$ cat src/rtl/hub75_scan.sv
// HUB75 LED panel scanner: reads a {half,row,col} frame buffer and drives binary-coded-modulation bit planes.
// Latency: a plane takes 4*COLS+2 shift/tail cycles, 1 blank, 1 latch, then (max(base,1) << plane) lit cycles.
// Backpressure: none; the frame buffer must return data one cycle after each read enable, and en is sampled only at plane end.
// Ports:
//   clk, resetn (sync, active-low), en (scan enable), base_time (plane-0 lit cycles)
//   bram_en/bram_addr/bram_dout : frame-buffer read port, address {half,row,col}, data [23:16]=R [15:8]=G [7:0]=B
//   hub_r1/g1/b1, hub_r2/g2/b2   : upper/lower half colour bits
//   hub_clk, hub_lat, hub_oe_n, hub_row : panel shift clock, latch, output enable (active-low), row select
//   busy (not idle), frame_done (one-cycle pulse after the last plane of the last row)
module hub75_scan #(
  parameter int COL_BITS   = 6,
  parameter int ROW_BITS   = 5,
  parameter int BIT_DEPTH  = 8,
  parameter int DATA_WIDTH = 32,
  localparam int ADDR_WIDTH = 1 + ROW_BITS + COL_BITS
) (
  input  logic                  clk,
  input  logic                  resetn,
  input  logic                  en,
  input  logic [15:0]           base_time,
  output logic                  bram_en,
  output logic [ADDR_WIDTH-1:0] bram_addr,
  input  logic [DATA_WIDTH-1:0] bram_dout,
  output logic                  hub_r1,
  output logic                  hub_g1,
  output logic                  hub_b1,
  output logic                  hub_r2,
  output logic                  hub_g2,
  output logic                  hub_b2,
  output logic                  hub_clk,
  output logic                  hub_lat,
  output logic                  hub_oe_n,
  output logic [ROW_BITS-1:0]   hub_row,
  output logic                  busy,
  output logic                  frame_done
);

  localparam logic [2:0] S_IDLE    = 3'd0;
  localparam logic [2:0] S_SHIFT   = 3'd1;
  localparam logic [2:0] S_TAIL    = 3'd2;
  localparam logic [2:0] S_BLANK   = 3'd3;
  localparam logic [2:0] S_LATCH   = 3'd4;
  localparam logic [2:0] S_DISPLAY = 3'd5;

  localparam logic [2:0] LAST_PLANE = 3'(BIT_DEPTH - 1);
  // Planes are MSB-aligned inside each 8-bit channel.
  localparam logic [2:0] BIT_OFS    = 3'(8 - BIT_DEPTH);

  logic [2:0]          state;
  logic [2:0]          plane;
  logic [ROW_BITS-1:0] row;
  logic [COL_BITS-1:0] col;
  logic [1:0]          kph;       // phase k0..k3 inside a column slot
  logic                tail_cnt;
  logic [15:0]         base;      // base_time frozen for the whole frame
  logic [23:0]         disp_cnt;
  logic [23:0]         upper_q;

  logic [23:0]         disp_len;
  logic [1:0]          nkph;
  logic [COL_BITS-1:0] ncol;
  logic                last_plane;
  logic                last_row;
  logic [2:0]          nplane;
  logic [ROW_BITS-1:0] nrow;

  logic unused_hi;
  assign unused_hi = ^bram_dout[DATA_WIDTH-1:24];

  function automatic logic pick(input logic [7:0] ch, input logic [2:0] p);
    logic [7:0] s;
    s = ch >> (BIT_OFS + p);
    return s[0];
  endfunction

  always_comb begin
    // 16-bit base shifted by at most 7 fits in 24 bits.
    disp_len   = {8'd0, (base == 16'd0) ? 16'd1 : base} << plane;
    nkph       = kph + 2'd1;
    ncol       = (kph == 2'd3) ? col + COL_BITS'(1) : col;
    last_plane = (plane == LAST_PLANE);
    last_row   = (row == '1);
    nplane     = last_plane ? 3'd0 : plane + 3'd1;
    nrow       = last_plane ? row + ROW_BITS'(1) : row;
  end

  always_ff @(posedge clk) begin
    if (!resetn) begin
      state      <= S_IDLE;
      plane      <= '0;
      row        <= '0;
      col        <= '0;
      kph        <= '0;
      tail_cnt   <= 1'b0;
      base       <= '0;
      disp_cnt   <= '0;
      upper_q    <= '0;
      bram_en    <= 1'b0;
      bram_addr  <= '0;
      hub_r1     <= 1'b0;
      hub_g1     <= 1'b0;
      hub_b1     <= 1'b0;
      hub_r2     <= 1'b0;
      hub_g2     <= 1'b0;
      hub_b2     <= 1'b0;
      hub_clk    <= 1'b0;
      hub_lat    <= 1'b0;
      hub_oe_n   <= 1'b1;
      hub_row    <= '0;
      busy       <= 1'b0;
      frame_done <= 1'b0;
    end else begin
      frame_done <= 1'b0;
      case (state)
        S_IDLE: begin
          if (en) begin
            state     <= S_SHIFT;
            row       <= '0;
            plane     <= '0;
            col       <= '0;
            kph       <= '0;
            base      <= base_time;
            busy      <= 1'b1;
            bram_en   <= 1'b1;
            bram_addr <= '0;
          end
        end
        S_SHIFT: begin
          if (kph == 2'd1) upper_q <= bram_dout[23:0];
          // Both halves change together so every panel edge sees a coherent pair.
          if (kph == 2'd2) begin
            hub_r1 <= pick(upper_q[23:16], plane);
            hub_g1 <= pick(upper_q[15:8], plane);
            hub_b1 <= pick(upper_q[7:0], plane);
            hub_r2 <= pick(bram_dout[23:16], plane);
            hub_g2 <= pick(bram_dout[15:8], plane);
            hub_b2 <= pick(bram_dout[7:0], plane);
          end
          if (kph == 2'd3 && col == '1) begin
            state    <= S_TAIL;
            tail_cnt <= 1'b0;
            bram_en  <= 1'b0;
            hub_clk  <= 1'b1;      // clocks in the last column
          end else begin
            kph       <= nkph;
            col       <= ncol;
            bram_en   <= !nkph[1];
            bram_addr <= {nkph[0], row, ncol};
            // The rising edge at slot c shifts in column c-1; slot 0 has none.
            hub_clk   <= !nkph[1] && (ncol != '0);
          end
        end
        S_TAIL: begin
          if (tail_cnt) begin
            state   <= S_BLANK;
            hub_clk <= 1'b0;
          end else begin
            tail_cnt <= 1'b1;
          end
        end
        S_BLANK: begin
          hub_row <= row;
          hub_lat <= 1'b1;
          state   <= S_LATCH;
        end
        S_LATCH: begin
          hub_lat  <= 1'b0;
          hub_oe_n <= 1'b0;
          disp_cnt <= disp_len - 24'd1;
          state    <= S_DISPLAY;
        end
        S_DISPLAY: begin
          if (disp_cnt != '0) begin
            disp_cnt <= disp_cnt - 24'd1;
          end else begin
            hub_oe_n <= 1'b1;
            if (last_plane && last_row) begin
              frame_done <= 1'b1;
              base       <= base_time;
            end
            if (en) begin
              state     <= S_SHIFT;
              row       <= nrow;
              plane     <= nplane;
              col       <= '0;
              kph       <= '0;
              bram_en   <= 1'b1;
              bram_addr <= {1'b0, nrow, {COL_BITS{1'b0}}};
            end else begin
              state <= S_IDLE;
              row   <= '0;
              plane <= '0;
              busy  <= 1'b0;
            end
          end
        end
        default: begin
          state <= S_IDLE;
        end
      endcase
    end
  end

endmodule

$ cat config.mk
export PLATFORM = sky130hd
export DESIGN_NAME = hub75_scan
export DESIGN_NICKNAME = d
export VERILOG_FILES = /design/src/rtl/hub75_scan.sv
export SDC_FILE = /design/constraint.sdc
export NUM_CORES = 1
export LEC_CHECK = 0
export ABC_AREA = 0
export CAP_MARGIN = 0
export CORE_ASPECT_RATIO = 0.7
export CORE_MARGIN = 4
export CORE_UTILIZATION = 35
export CTS_BUF_LIST = sky130_fd_sc_hd__clkbuf_2
export CTS_CLUSTER_SIZE = 14
export DETAILED_ROUTE_END_ITERATION = 8
export GPL_TIMING_DRIVEN = 0
export PLACE_DENSITY_LB_ADDON = 0.12
export SKIP_LAST_GASP = 1
export SLEW_MARGIN = 10
export SYNTH_ARGS = -nofsm -noshare
export SYNTH_HDL_FRONTEND = slang
export SYNTH_SLANG_ARGS = --single-unit
$ cat constraint.sdc
create_clock -name clk -period 8.8 [get_ports clk]
set_clock_uncertainty 0.05 [all_clocks]
set_input_delay 1.76 -clock clk [delete_from_list [all_inputs] [get_ports clk]]
set_output_delay 1.76 -clock clk [all_outputs]
set_load 0.1 [all_outputs]
==> results of run 1 <==
cell families after synthesis:
group	after synthesis
adder cells (fa/ha/maj)	9
multiplexers	73
buffers and inverters	68
AO/OA/AOI/OAI	164
AND/OR/NAND/NOR	340
XOR/XNOR	20
flip-flops	113
worst max path at each step:
stage                          to  startpoint  slack (ns)  cells past startpoint
floorplan           bram_addr[11]          en        5.39                      9
global placement    bram_addr[11]          en        4.14                     10
detailed placement  bram_addr[11]          en        4.16                     10
CTS                  disp_cnt[20]    plane[0]        4.46                     12
global route         disp_cnt[20]    plane[0]        4.04                     12
finish               disp_cnt[22]    plane[0]        4.41                     12
where the power goes:
group	switching (uW)	total (uW)	internal (uW)
sequential	21.1	549	528
combinational	157	258	101
clock	206	276	70.1
final cells by class:
cell class	count	area (sq um)	share of cell area
plain buffers	60	278	0.0360
clock buffers	21	105	0.0136
clock inverters	9	45.0	0.00584
inverters	8	30.0	0.00389
multi-input cells	606	3990	0.517
flip-flops and latches	113	2260	0.293
well taps	236	295	0.0383
repair buffers	71	711	0.0922
stage by stage:
step	std cells	worst slack [ns]	total power, uW	hold WS (ns)
floorplan	787	5.39	733	0.383
global placement	1094	4.14	815	0.394
detailed placement	1094	4.16	815	0.393
CTS	1124	4.46	1090	0.414
global route	1124	4.04	1140	0.434
finish	1124	4.41	1080	0.413
layout by cell type, fill, tap and decap left out, types with 9 or more instances in the layout:
master and instances:
a21oi_1 78, and3_1 9, buf_2 9, clkbuf_1 36
clkbuf_2 21, clkdlybuf4s50_1 71, dfxtp_1 113, ha_1 9
mux2i_1 41, mux4_2 22, nand2_1 140, nand2b_1 9
nand3_1 24, nand4_1 9, nor2_1 74, nor3_1 19
nor4_1 11, o21ai_0 18, or3_1 11, xor2_1 12
routing by layer:
layer	track usage	up-vias	routed length, microns
met3	0.0448	9	1330
met4	0.0391	0	136
met1	0.340	2956	11600
met2	0.256	202	7920
met5	0	-	0
li1	-	3029	-
flip-flops by register name, summed over array words and instances (netlist names), 2 cells and up:
name / flops
state: 3
kph: 2
col: 6
upper_q: 24
row: 5
bram_addr: 12
plane: 3
disp_cnt: 24
base: 16
hub_row: 5
worst reg2reg max path, delay by kind of cell (launching register included):
| kind | cells | cell delay (ns) |
|---|---|---|
| AOI/OAI and AO/OA | 1 | 0.29 |
| adders and majority gates | 1 | 0.23 |
| buffers and inverters | 5 | 1.68 |
| DFF | 1 | 0.41 |
| muxes | 1 | 0.24 |
| and+or+nand+nor | 4 | 1.39 |
==> metrics, run 1 <==
worst slew pin tran 1.05 ns; IO Pins 80; wire per inst about 19 microns; Syn Inst Count approximately 790; clock buffer count from CTS 17; status finished clean; FF-to-FF End disp_cnt[22]; mux contribution to synthesized area 0.155; top_reg_cell synth dfxtp_1; CTS max path bufs 2; Slowest Stage Delay on Critical Path 0.66 ns; routed vias 6,196; Hold Violations, Final 0; Post-Synthesis Cell Area about 6600 sq um; Clock Pin Slew Worst Setup and Hold Paths 0.17 ns; Synth async-reset ratio 0; Post-synth EDFFs 0; total grt overflow 0; die span in y ~120 microns; Tot GR Track Use 0.203; critical path buffer and inverter count 5; slowest cell on the critical path buf_1; number of diodes 0; Data arrival, critical path about 5.0 ns; initial DRC count 653; Max Fanout on Critical Path 10; Core Rows between 40 and 50; crit path cell chain buf_6, buf_6, clkbuf_1, buf_2, buf_1, o31a_1, ha_1, nor3b_1, nand2_1, nor3_2, mux2i_1, nand2_1; hold-critical path depth 2; Setup Fix Bufs, Post-CTS 0; Routed Antenna Nets 0; nets@finish between 900 and 1,000; R2R Path Start plane[0]; number of fill cells approximately 1,900; Synth Area in Compound Gates 0.159; antenna violations before repair 0; endpoints failing setup 0; hold-fix buffers at CTS 0; VDD IR max around 0.068 mV; PostCTS Resize Cnt 0; CTS tree built; Worst setup EP type flop; starting density of the core 0.360; number of synthesis warnings 0; Min Clock Period, post-route 4.39 ns; number of global-route vias before repair ~5,700; main combinational cell family by area after synthesis simple AND/OR/NAND/NOR gates; number of synthesized register bits between 100 and 150; maximum level of the CTS H-tree 4; worst hold path type flop to flop; Final Wtd Congestion 0.869; setup TNS 0 ns; synth top area cells dfxtp_1, nand2_1, mux4_2; Slew headroom 0.294; placed inst area approximately 7600 sq um; Slew Limit Fails 0; # clock sinks about 110; leading area contributor after synthesis dfxtp_1; Syn Nets 847; post-synthesis cell type count between 70 and 80; first-pass GRT wire length roughly 33,000 microns; Synth Area in Adders 0.0172; RSZ-0062 raised after global routing false; Via density about 5.5; largest net degree at the start of global routing 17; Max Cap Violations 0; CP delay by family, top buffers and inverters; FF-to-FF setup slack approximately 4.4 ns; dpl hpwl roughly 16,000 microns; register area share after synthesis 0.345; Avg Inst Size Synth 8.33 sq um; Startpoint Class flop; Crit Path Class flop to flop; Synth top area share 0.345; xor/xnor cell area share of the yosys netlist 0.0267; Core ar. roughly 18,000 sq um; Fmax achieved ~0.23 GHz; Clk Latency, worst-skew pair between 0.7 and 0.8 ns; Hold EP bram_addr[9]; clock root buffer clkbuf_2; share of cells above drive strength 1 0.0946; Final Cycle Share 0.499; post-layout util 0.423; P&R area growth vs syn 17.6%; DRC 0; fin area a little under 8000 sq um; final wirelength around 21,000 microns; leakage approximately 0.0026 uW; Post-Synth Simple-Gate Area 0.250; cell area power density 140 nW/um^2; Synth top cells by count nand2_1, dfxtp_1, a21oi_1, nor2_1, mux2i_1; top-count cell post-synth nand2_1; die width around 170 microns; drt pass-1 iters 5; WP data required about 9.4 ns; full die area 21,000 sq um; hold path start bram_addr[9]; IO buf count 71; reg2reg path depth 12
No activity file was read; power rests on OpenSTA's default activity.
==> run 2: changes to the inputs <==
Clock period 8.8 ns to 3.6 ns, I/O delays scaled along.
==> metrics, run 2 (synthesis results as in run 1) <==
Multi-input gate area 4010 sq um; Min Clock Period, post-route between 3 and 4 ns; Via density between 5 and 6; Slew headroom 0.289; worst hold path type flop to flop; cell area power density between 300 and 400 nW/um^2; Core ar. 18,200 sq um; Clk Latency, worst-skew pair approximately 0.72 ns; Hold Violations, Final 0; die width roughly 170 microns; routed vias between 6,000 and 7,000; P&R area growth vs syn 18.3%; nets@finish 938; initial DRC count between 600 and 700; biggest regs disp_cnt: 24 flops, upper_q: 24 flops, base: 16 flops; setup TNS 0 ns; leakage roughly 0.0027 uW; Fmax achieved 0.298 GHz; Final Cycle Share 0.932; Core Rows a little over 40; dpl hpwl ~16,000 microns; post-layout util 0.426; Slowest Stage Delay on Critical Path ~0.40 ns; fin area slightly below 8000 sq um; commonest non-fill, non-tap cell in the layout nand2_1; Tot GR Track Use 0.203; full die area between 20,000 and 25,000 sq um; DRC 0; CTS max path bufs 2; wire per inst between 15 and 20 microns; Inst Count DP approximately 1,100; clock root buffer clkbuf_2; starting density of the core 0.360; VDD IR max between 0.15 and 0.2 mV; number of global-route vias before repair between 5,000 and 6,000; first-pass GRT wire length 33,000 microns; largest net degree at the start of global routing 17; WP data required between 4 and 5 ns; Slew Limit Fails 0; status finished clean; final wirelength between 20,000 and 25,000 microns; number of diodes 0; CTS tree built; Data arrival, critical path roughly 3.9 ns; Startpoint Class flop; Max Fanout on Critical Path 10; drt pass-1 iters 5; Clock Pin Slew Worst Setup and Hold Paths approximately 0.18 ns; Crit Path Class flop to flop; Routed Antenna Nets 0; Final Wtd Congestion approximately 0.87; # clock sinks between 100 and 150; share of cells above drive strength 1 0.105; antenna violations before repair 0; RSZ-0062 raised after global routing true; number of fill cells between 1,500 and 2,000; hold-critical path depth 2; FF-to-FF setup slack 0.24 ns; R2R Path Start plane[0]; Non-Filler Instances 1,125; Max Cap Violations 0; FF-to-FF End disp_cnt[18]; maximum level of the CTS H-tree 4; total grt overflow 0; worst slew pin tran 1.04 ns; clock buffer count from CTS 17; Reg area 2260 sq um; placed inst area ~7600 sq um; reg2reg path depth 12; Hold EP bram_addr[9]; slowest cell on the critical path dfxtp_1; IO buf count slightly above 70; die span in y 123 microns; most frequent cells in the layout nand2_1, dfxtp_1, a21oi_1, nor2_1, clkdlybuf4s50_1; Worst setup EP type flop; total chip power 2660 uW; hold path start bram_addr[9]; crit path cell chain buf_6, buf_6, clkbuf_2, buf_4, buf_4, o31a_1, ha_1, nor3b_2, nand2_1, nor4_2, xnor2_1, a211oi_1; IO Pins 80; endpoints failing setup 0
[run 2: changes by cell type in the layout (fill, tap and decap cells not counted), sizes merged]
cell	before	now
buf	24	23
clkbuf	57	59
[run 2: cell type report]
class	instances	share of cell area
Clock inverter	9	0.00581
Inverter	8	0.00387
Clock buffer	21	0.0136
Tap cell	236	0.0381
Multi-Input combinational cell	606	0.517
Timing Repair Buffer	72	0.0926
Buffer	60	0.0371
Sequential cell	113	0.292
[run 2: how the worst max path moves through the flow]
stage,start,endpoint,depth (start not counted)
CTS,plane[0],disp_cnt[18],12
detailed placement,plane[0],disp_cnt[20],12
global route,plane[0],disp_cnt[18],12
global placement,plane[0],disp_cnt[20],12
floorplan,plane[0],disp_cnt[20],12
finish,plane[0],disp_cnt[18],12
[run 2: worst max-delay path, delay by kind of cell, from the launching register on]
family,cells,cell delay [ns]
AO/OA/AOI/OAI,2,0.45
XOR/XNOR,1,0.10
adder cells (fa/ha/maj),1,0.23
buffers and inverters,5,1.06
flip-flops,1,0.40
AND/OR/NAND/NOR,3,0.97
[run 2: per-layer routing]
layer,GRT usage,wire length [microns],up-vias
met2,0.257,7880,212
met1,0.339,11400,2930
li1,-,-,3040
met4,0.0391,123,0
met5,0,0,-
met3,0.0448,1410,12
[run 2: per-stage QoR]
stage / setup WS, ns / hold slack, ns
final: 0.245 / 0.413
after global routing: -0.0468 / 0.434
after CTS: 0.110 / 0.414
after detailed placement: -0.715 / 0.393
after global placement: -0.755 / 0.394
after floorplan: 0.285 / 0.383
[run 2: what timing repair did]
item | CTS | global route
buffers inserted | 0 | 1
endpoints found under the setup margin | 9 | 21
gates resized for setup | 5 | 7
hold buffers | 0 | 0
[run 2: where the power goes]
part | internal [uW] | switching, uW
clock | 172 | 501
sequential | 1290 | 52.0
combinational | 256 | 387
total | 1720 | 940
